<file path="config.mk">
export PLATFORM = sky130hd
export DESIGN_NAME = vga_rx_monitor_flat
export DESIGN_NICKNAME = d
export VERILOG_FILES = /design/src/rtl/vga_rx_monitor_if.sv /design/src/rtl/vga_rx_monitor.sv /design/src/flat_wrapper.sv
export SDC_FILE = /design/constraint.sdc
export NUM_CORES = 1
export LEC_CHECK = 0
export CAP_MARGIN = 20
export CORE_AREA = 2 2 118 120
export CTS_CLUSTER_SIZE = 10
export DETAILED_ROUTE_END_ITERATION = 8
export DIE_AREA = 0 0 120 122
export REMOVE_ABC_BUFFERS = 1
export SYNTH_ARGS = -nofsm -noshare
export SYNTH_HDL_FRONTEND = slang
export SYNTH_SLANG_ARGS = --single-unit
</file>
<file path="constraint.sdc">
create_clock -name clk -period 5.2 [get_ports clk]
set_clock_uncertainty 0.15 [all_clocks]
set_input_delay 0.52 -clock clk [delete_from_list [all_inputs] [get_ports clk]]
set_output_delay 0.52 -clock clk [all_outputs]
set_load 0.1 [all_outputs]
</file>
<file path="src/rtl/vga_rx_monitor_if.sv">
// vga_rx_monitor_if: TinyVGA byte in, decoded pixel stream, lock status and frame signature out
interface vga_rx_monitor_if;
  logic [7:0] vga_in;
  logic pix_valid;
  logic [5:0] rrggbb;
  logic [9:0] pix_x;
  logic [9:0] pix_y;
  logic locked;
  logic frame_done;
  logic [15:0] frame_sig;
  logic [7:0] err_count;
  modport master (
    output vga_in,
    input pix_valid, rrggbb, pix_x, pix_y, locked, frame_done, frame_sig, err_count
  );
  modport slave (
    input vga_in,
    output pix_valid, rrggbb, pix_x, pix_y, locked, frame_done, frame_sig, err_count
  );
endinterface

</file>
<file path="src/rtl/vga_rx_monitor.sv">
// vga_rx_monitor: locks onto a TinyVGA timing stream, extracts active pixels and signs each locked frame
module vga_rx_monitor #(
  parameter int H_ACTIVE = 640,
  parameter int H_TOTAL = 800,
  parameter int H_START = 144,
  parameter int V_ACTIVE = 480,
  parameter int V_TOTAL = 525,
  parameter int V_START = 35,
  parameter int SYNC_NEG = 1
) (
  input logic clk,
  input logic rst_n,
  vga_rx_monitor_if.slave bus
);
  typedef enum logic [1:0] {SEARCH, ALIGN, LOCKED} state_t;
  localparam logic POL = (SYNC_NEG != 0);
  localparam logic [7:0] IDLE = POL ? 8'h88 : 8'h00;
  state_t state_q;
  logic [7:0] s1_q;
  logic hs2_q, vs2_q, chk_q, err_seen_q;
  logic [9:0] hcnt_q, hcnt_d, vcnt_q, vcnt_d;
  logic [15:0] sig_q, sig_d, sig_upd, frame_sig_q;
  logic pix_valid_q, frame_done_q;
  logic [5:0] rgb_q, rgb;
  logic [9:0] pix_x_q, pix_y_q;
  logic [7:0] err_count_q;
  logic hs1, vs1, h_edge, v_edge, line_err, frame_ok, h_sat, active, show;
  logic [10:0] lines;
  assign hs1 = s1_q[7] ^ POL;
  assign vs1 = s1_q[3] ^ POL;
  assign h_edge = hs1 & ~hs2_q;
  assign v_edge = vs1 & ~vs2_q;
  assign rgb = {s1_q[0], s1_q[4], s1_q[1], s1_q[5], s1_q[2], s1_q[6]};
  // counts describe the sample currently in S1, so hpos 0 is the hsync assert sample
  assign hcnt_d = h_edge ? '0 : (&hcnt_q ? hcnt_q : hcnt_q + 10'd1);
  assign vcnt_d = v_edge ? '0 : ((h_edge && !(&vcnt_q)) ? vcnt_q + 10'd1 : vcnt_q);
  assign h_sat = &hcnt_d;
  assign line_err = h_edge & chk_q & (({1'b0, hcnt_q} + 11'd1) != 11'(H_TOTAL));
  // an hsync edge coincident with vsync closes the last line of the frame
  assign lines = {1'b0, vcnt_q} + {10'd0, h_edge};
  assign frame_ok = lines == 11'(V_TOTAL);
  assign active = hcnt_d >= 10'(H_START) && hcnt_d < 10'(H_START + H_ACTIVE) &&
                  vcnt_d >= 10'(V_START) && vcnt_d < 10'(V_START + V_ACTIVE);
  assign show = active && state_q != SEARCH;
  assign sig_upd = active ? ({sig_q[14:0], 1'b0} ^ (sig_q[15] ? 16'h1021 : 16'h0000) ^ {10'd0, rgb}) : sig_q;
  assign sig_d = v_edge ? '0 : sig_upd;
  always_ff @(posedge clk) begin
    if (!rst_n) begin
      state_q <= SEARCH;
      s1_q <= IDLE;
      hs2_q <= 1'b0;
      vs2_q <= 1'b0;
      chk_q <= 1'b0;
      err_seen_q <= 1'b0;
      hcnt_q <= '0;
      vcnt_q <= '0;
      sig_q <= '0;
      frame_sig_q <= '0;
      pix_valid_q <= 1'b0;
      rgb_q <= '0;
      pix_x_q <= '0;
      pix_y_q <= '0;
      frame_done_q <= 1'b0;
      err_count_q <= '0;
    end else begin
      s1_q <= bus.vga_in;
      hs2_q <= hs1;
      vs2_q <= vs1;
      hcnt_q <= hcnt_d;
      vcnt_q <= vcnt_d;
      sig_q <= sig_d;
      pix_valid_q <= show;
      rgb_q <= show ? rgb : '0;
      pix_x_q <= show ? hcnt_d - 10'(H_START) : '0;
      pix_y_q <= show ? vcnt_d - 10'(V_START) : '0;
      frame_done_q <= 1'b0;
      // the first line after leaving SEARCH may be partial, so its length is not judged
      chk_q <= state_q != SEARCH && (chk_q || h_edge);
      case (state_q)
        SEARCH: if (v_edge) begin
          state_q <= ALIGN;
          err_seen_q <= 1'b0;
        end
        ALIGN: if (v_edge) begin
          state_q <= (!err_seen_q && !line_err && frame_ok) ? LOCKED : ALIGN;
          err_seen_q <= 1'b0;
        end else if (line_err) err_seen_q <= 1'b1;
        LOCKED: if (line_err || h_sat || (v_edge && !frame_ok)) begin
          state_q <= SEARCH;
          err_count_q <= err_count_q + {7'd0, ~&err_count_q};
        end else if (v_edge) begin
          frame_done_q <= 1'b1;
          frame_sig_q <= sig_upd;
        end
        default: state_q <= SEARCH;
      endcase
    end
  end
  assign bus.pix_valid = pix_valid_q;
  assign bus.rrggbb = rgb_q;
  assign bus.pix_x = pix_x_q;
  assign bus.pix_y = pix_y_q;
  assign bus.locked = state_q == LOCKED;
  assign bus.frame_done = frame_done_q;
  assign bus.frame_sig = frame_sig_q;
  assign bus.err_count = err_count_q;
endmodule

</file>
<file path="src/flat_wrapper.sv">
// flat-port wrapper written by rule: the top's interface ports become plain ports
module vga_rx_monitor_flat 
#(
  parameter int H_ACTIVE = 640,
  parameter int H_TOTAL = 800,
  parameter int H_START = 144,
  parameter int V_ACTIVE = 480,
  parameter int V_TOTAL = 525,
  parameter int V_START = 35,
  parameter int SYNC_NEG = 1
)
  (clk, rst_n, bus_vga_in, bus_pix_valid, bus_rrggbb, bus_pix_x, bus_pix_y, bus_locked, bus_frame_done, bus_frame_sig, bus_err_count);
  vga_rx_monitor_if bus_i ();
  input logic clk;
  input logic rst_n;
  input wire logic [$bits(bus_i.vga_in)-1:0] bus_vga_in;
  output wire logic [$bits(bus_i.pix_valid)-1:0] bus_pix_valid;
  output wire logic [$bits(bus_i.rrggbb)-1:0] bus_rrggbb;
  output wire logic [$bits(bus_i.pix_x)-1:0] bus_pix_x;
  output wire logic [$bits(bus_i.pix_y)-1:0] bus_pix_y;
  output wire logic [$bits(bus_i.locked)-1:0] bus_locked;
  output wire logic [$bits(bus_i.frame_done)-1:0] bus_frame_done;
  output wire logic [$bits(bus_i.frame_sig)-1:0] bus_frame_sig;
  output wire logic [$bits(bus_i.err_count)-1:0] bus_err_count;
  assign bus_i.vga_in = bus_vga_in;
  assign bus_pix_valid = bus_i.pix_valid;
  assign bus_rrggbb = bus_i.rrggbb;
  assign bus_pix_x = bus_i.pix_x;
  assign bus_pix_y = bus_i.pix_y;
  assign bus_locked = bus_i.locked;
  assign bus_frame_done = bus_i.frame_done;
  assign bus_frame_sig = bus_i.frame_sig;
  assign bus_err_count = bus_i.err_count;
  vga_rx_monitor #(.H_ACTIVE(H_ACTIVE), .H_TOTAL(H_TOTAL), .H_START(H_START), .V_ACTIVE(V_ACTIVE), .V_TOTAL(V_TOTAL), .V_START(V_START), .SYNC_NEG(SYNC_NEG)) u_core (.clk(clk), .rst_n(rst_n), .bus(bus_i));
endmodule
</file>
==> results of run 1 <==
[logic make-up after synthesis]
group	Yosys count
simple gates	209
mux	15
fa+ha+maj	10
flops	102
xor+xnor	26
compound gates	115
buf+inv	55
[synthesized netlist by cell type, types with 10 or more instances]
cell      instances
nand3_1          29
clkbuf_1         20
ha_1             10
a211oi_1         17
nor2_1           71
mux2i_1          13
and3_1           10
xnor2_1          18
nand2_1          27
o21ai_0          20
and2_1           19
dfxtp_1         102
nor3_1           11
a31oi_1          11
inv_1            22
a21oi_1          31
[area by class of cell]
class                      instances  area, um2
sequential                       102       2040
inverter                          25       95.1
tap                              180        225
fill                            1355       7840
timing repair buffer              68        666
multi-input combinational        375       2340
clock inverter                     4       73.8
clock buffer                      10        229
[layer usage]
layer	share of wire	up-vias	wire (um)	track usage
met3	0.034	8	374	0.0435
li1	-	1971	-	-
met4	0.012	0	127	0.0478
met5	0	-	0	0
met2	0.48	63	5210	0.256
met1	0.47	1803	5160	0.189
[critical path: cells and delay by family, from the launching register on]
| kind | cells | cell delay (ps) |
|---|---|---|
| flip-flops | 1 | 570 |
| AO/OA/AOI/OAI | 3 | 1010 |
| AND/OR/NAND/NOR | 6 | 1800 |
| adder cells (fa/ha/maj) | 1 | 210 |
| multiplexers | 1 | 300 |
| buffers and inverters | 1 | 290 |
[sequential cells by signal, summed over array words and instances, names as in the netlist, 2 cells and up]
register              cells
u_core.bus.frame_sig     16
u_core.sig_q             16
u_core.bus.pix_x         10
u_core.bus.pix_y         10
u_core.hcnt_q            10
u_core.vcnt_q            10
u_core.bus.err_count      8
u_core.s1_q               8
u_core.bus.rrggbb         6
u_core.state_q            2
[per-stage QoR]
| step | worst slack (ps) | utilization | area [um2] | hold WS, ps |
|---|---|---|---|---|
| 5_1_grt | 342 | 0.420 | 5670 | 308 |
| 3_5_place_dp | 701 | 0.397 | 5360 | 276 |
| 3_3_place_gp | 759 | 0.397 | 5360 | 266 |
| 2_1_floorplan | 1230 | - | 4470 | 258 |
| 4_1_cts | 669 | 0.420 | 5670 | 285 |
| 6_report | 756 | 0.420 | 5670 | 283 |
[power groups by stage]
stage                     Sequential [mW]  Clock, mW  Combinational (mW)
after floorplan                     0.811          0              0.0305
final                               0.795      0.702              0.0539
after detailed placement            0.812          0              0.0544
after CTS                           0.794      0.721              0.0547
after global routing                0.795      0.748              0.0593
after global placement              0.812          0              0.0543
[worst max path at each step]
stage / slack (ps) / endpoint
after floorplan: 1230 / u_core.bus.frame_sig[10]
after global placement: 760 / u_core.bus.rrggbb[5]
after detailed placement: 700 / u_core.bus.rrggbb[0]
after CTS: 670 / u_core.bus.rrggbb[0]
after global routing: 340 / u_core.bus.pix_y[1]
final: 760 / u_core.bus.rrggbb[0]
==> impl_metrics.py, run 1 <==
metrics = {
    "floorplanning": {
        "rows": 43,
        "core_area_um2": 13500,
        "initial_utilization": 0.341,
        "chipHeight_um": 122,
        "dieWidth_um": 120,
        "die_area_um2": 14600,
        "pin_count": 63,
    },
    "logic_synthesis": {
        "synth-seq-cells": 102,
        "syn-instance-count": 532,
        "synthMuxAreaShare": 0.0331,
        "synthTopCellsByArea": "dfxtp_1 (44%), nor2_1 (5.8%), xnor2_1 (3.4%)",
        "ys_seq_area_frac": 0.443,
        "yosys_most_used_dff": "dfxtp_1",
        "yosys.area_share.adder": 0.0271,
        "synth_top_area_share": 0.443,
        "netlist_area_um2": 4610,
        "synthXorXnorAreaFrac": 0.0494,
        "syn_avg_cell_area_um2": 8.66,
        "synth_compound_area_frac": 0.164,
        "ys_warn_count": 0,
        "synth_cell_types": 57,
        "synth_top_cell_by_area": "dfxtp_1",
        "synth_top_family_by_area": "simple AND/OR/NAND/NOR gates",
        "synth_edf_count": 0,
        "synthSimpleGateAreaFrac": 0.233,
        "async_flop_share": 0,
    },
    "hold_path": {
        "hp-start": "u_core.s1_q[3]",
        "min_path_cells": 1,
        "min_to": "u_core.vs2_q",
        "hold_path.class": "reg2reg",
    },
    "worst_setup_path": {
        "cp.required_ps": 5290,
        "rr_startpoint": "u_core.vcnt_q[3]",
        "critPathLaunch": "u_core.vcnt_q[3]",
        "cp.arrival_ps": 4540,
        "r2r-end": "u_core.bus.rrggbb[0]",
        "cpPeakStageDelay_ps": 680,
        "crit_slowest_cell": "or3_1",
        "crit_chain": "nand4_2 -> o31ai_1 -> mux2i_1 -> nor2_1 -> ha_1 -> a21oi_1 -> and3_1 -> o311a_1 -> or2_1 -> or3_1 -> clkinv_2 -> and2_1",
        "r2r_slack_ps": 760,
        "worstPathMaxFanout": 19,
        "reg2regPathDepth": 12,
        "cp-end-kind": "register",
        "startpoint_type": "register",
        "worstSetupPathType": "reg2reg",
    },
    "status": {
        "status": "complete, no violations",
    },
    "sta": {
        "clock.fmax_mhz": 225,
        "finalSetupViolations": 0,
        "final.setup.tns_ps": 0,
        "final-hold-violation-count": 0,
        "slew_headroom": 0.327,
        "slew_viol_final": 0,
        "finalCritPeriodShare": 0.855,
        "tightest_slew_ps": 1010,
        "rsz0062_at_grt": "no",
        "post-route-min-period_ps": 4440,
    },
    "global_routing": {
        "grt_overflow_total": 0,
        "grt_pass1_wl_um": 17700,
        "grt_use_total": 0.152,
        "grt_pass1_vias": 3560,
        "grt_max_degree": 38,
        "antenna_found_initial": 0,
    },
    "cells_and_area": {
        "fin_nets": 601,
        "insertedDiodeCount": 0,
        "drive_gt1_frac": 0.0599,
        "areaGrowthSynthToFinish_pct": 22.9,
        "final_cells": 764,
        "final_common_cell": "dfxtp_1",
        "mostFrequentLayoutCells": "dfxtp_1 (102), nor2_1 (71), clkdlybuf4s50_1 (62)",
    },
    "job": {
        "cap_violations": 0,
    },
    "clocking": {
        "cts_hold_buf": 0,
        "cts_resized": 0,
        "cts-root-buf": "clkbuf_16",
        "clk_pin_slew_ps": 60,
        "cts.htree.levels": 3,
        "clkSinkCount": 102,
        "clock_path_buffers": 2,
        "worst_skew_pair.late_latency_ps": 350,
        "cts_buffers": 9,
        "cts_setup_buffers": 0,
        "cts_tree": "yes",
    },
    "pwr": {
        "power_frac_clock": 0.453,
        "p_sw_frac": 0.210,
        "ir_drop_mv": 0.176,
        "leakagePower_nw": 2.09,
        "combPwrFrac": 0.035,
        "p_switching_mw": 0.325,
        "finalPower_mw": 1.55,
        "power_density_nw_per_um2": 274,
        "p_seq_frac": 0.513,
        "p_int_mw": 1.23,
    },
    "drt": {
        "avgViaCountPerCell": 5.03,
        "drc": 0,
        "ant_nets": 0,
        "drtIter0Drc": 264,
        "wl_per_cell_um": 14.2,
        "vias": 3845,
        "dr.pass1.iters": 4,
        "drt_wl_total_um": 10900,
    },
    "placement": {
        "io_buffers": 62,
        "post-dp-hpwl_um": 7590,
        "place_inst": 750,
        "gp_congestion": 0.850,
    },
}
No activity file was read; power rests on OpenSTA's default activity.
==> run 2, diff against run 1 <==
- SLEW_MARGIN: not set -> 15
==> results of run 2 <==
Same layout as run 1: the final DEF is identical, and so are final timing and power.
==> run 3, diff against run 2 <==
- PLACE_DENSITY_LB_ADDON: not set -> 0.3
- SLEW_MARGIN: 15 -> 20
==> impl_metrics.py, run 3 (synthesis results as in run 1) <==
metrics = {
    "hold_path": {
        "min_path_cells": 1,
        "hp-start": "u_core.s1_q[3]",
        "hold_path.class": "reg2reg",
        "min_to": "u_core.vs2_q",
    },
    "drt": {
        "drc": 0,
        "drt_wl_total_um": 11000,
        "avgViaCountPerCell": 5.15,
        "wl_per_cell_um": 14.4,
        "vias": 3940,
        "dr.pass1.iters": 5,
        "ant_nets": 0,
        "drtIter0Drc": 233,
    },
    "global_routing": {
        "grt_use_total": 0.154,
        "grt_pass1_wl_um": 17900,
        "grt_max_degree": 38,
        "antenna_found_initial": 0,
        "grt_pass1_vias": 3666,
        "grt_overflow_total": 0,
    },
    "clocking": {
        "cts_hold_buf": 0,
        "worst_skew_pair.late_latency_ps": 350,
        "cts_resized": 0,
        "clock_path_buffers": 2,
        "clkSinkCount": 102,
        "cts_buffers": 9,
        "cts-root-buf": "clkbuf_16",
        "cts_tree": "yes",
        "cts_setup_buffers": 0,
        "cts.htree.levels": 3,
        "clk_pin_slew_ps": 70,
    },
    "cells_and_area": {
        "insertedDiodeCount": 0,
        "mostFrequentLayoutCells": "dfxtp_1 (102), nor2_1 (71), clkdlybuf4s50_1 (62)",
        "final_util": 0.419,
        "multiInputGateArea_um2": 2340,
        "regArea_um2": 2040,
        "final_common_cell": "dfxtp_1",
        "fillers": 1338,
        "fin_nets": 600,
        "areaGrowthSynthToFinish_pct": 22.9,
        "drive_gt1_frac": 0.0615,
    },
    "floorplanning": {
        "core_area_um2": 13500,
        "dieWidth_um": 120,
        "rows": 43,
        "die_area_um2": 14600,
        "chipHeight_um": 122,
        "initial_utilization": 0.341,
        "pin_count": 63,
    },
    "sta": {
        "finalCritPeriodShare": 0.855,
        "final.setup.tns_ps": 0,
        "finalSetupViolations": 0,
        "final-hold-violation-count": 0,
        "post-route-min-period_ps": 4450,
        "tightest_slew_ps": 1000,
        "layout_setup_ws_ps": 754,
        "clock.fmax_mhz": 225,
        "rsz0062_at_grt": "no",
        "slew_headroom": 0.330,
        "slew_viol_final": 0,
    },
    "worst_setup_path": {
        "critPathLaunch": "u_core.s1_q[7]",
        "cp.arrival_ps": 4540,
        "r2r_slack_ps": 750,
        "r2r-end": "u_core.bus.pix_y[1]",
        "cp-end-kind": "register",
        "cp.required_ps": 5290,
        "rr_startpoint": "u_core.s1_q[7]",
        "worstSetupPathType": "reg2reg",
        "startpoint_type": "register",
        "worstPathMaxFanout": 19,
        "reg2regPathDepth": 13,
    },
    "placement": {
        "io_buffers": 62,
        "post-dp-hpwl_um": 7800,
        "dp_slack_ps": 768,
        "gp_congestion": 0.862,
    },
    "pwr": {
        "power_density_nw_per_um2": 272,
        "ir_drop_mv": 0.181,
        "p_sw_frac": 0.222,
        "p_seq_frac": 0.515,
        "power_frac_clock": 0.451,
        "p_switching_mw": 0.342,
        "p_int_mw": 1.20,
        "leakagePower_nw": 2.09,
        "combPwrFrac": 0.034,
    },
    "status": {
        "status": "complete, no violations",
    },
    "job": {
        "cap_violations": 0,
    },
}
run 3: worst max path at each step:
stage	endpoint	slack [ps]	cells past startpoint
2_1_floorplan	u_core.bus.frame_sig[10]	1230	12
3_3_place_gp	u_core.bus.rrggbb[0]	880	13
3_5_place_dp	u_core.bus.rrggbb[4]	770	13
4_1_cts	u_core.bus.rrggbb[4]	740	13
5_1_grt	u_core.bus.rrggbb[4]	230	11
6_report	u_core.bus.pix_y[1]	750	13
run 3: layout make-up:
type	count	area share
multi-input combinational	375	0.412
sequential	102	0.361
timing repair buffer	67	0.116
clock buffer	11	0.0429
tap	180	0.0398
inverter	25	0.0168
clock inverter	5	0.0115
run 3: routing by layer:
layer / share of wire / track usage
met1: 0.47 / 0.200
met2: 0.46 / 0.248
met3: 0.047 / 0.0342
met4: 0.023 / 0.0647
met5: 0 / 0
run 3: per-stage QoR:
stage,total power [mW],cell area [um2],cells,hold WS [ps]
6_report,1.54,5660,765,300
5_1_grt,1.60,5660,765,329
4_1_cts,1.56,5660,765,297
3_5_place_dp,0.865,5360,749,283
3_3_place_gp,0.865,5360,749,267
2_1_floorplan,0.841,4470,502,258
run 3: worst max-delay path, stage by stage (launching register included):
cell and delay, ps:
dfxtp_1 360, or2_0 610, inv_2 240, o31ai_1 240, mux2i_1 300, nor2_1 70, ha_1 210, a21oi_1 230
and3_1 260, o311a_1 180, or2_1 300, or3_1 670, clkinv_2 300, and2_1 240
run 3: power groups by stage:
stage	clock [mW]	combinational (mW)	sequential (mW)
6_report	0.695	0.0524	0.795
5_1_grt	0.747	0.0590	0.795
4_1_cts	0.711	0.0529	0.794
3_5_place_dp	0	0.0528	0.813
3_3_place_gp	0	0.0524	0.812
2_1_floorplan	0	0.0305	0.811
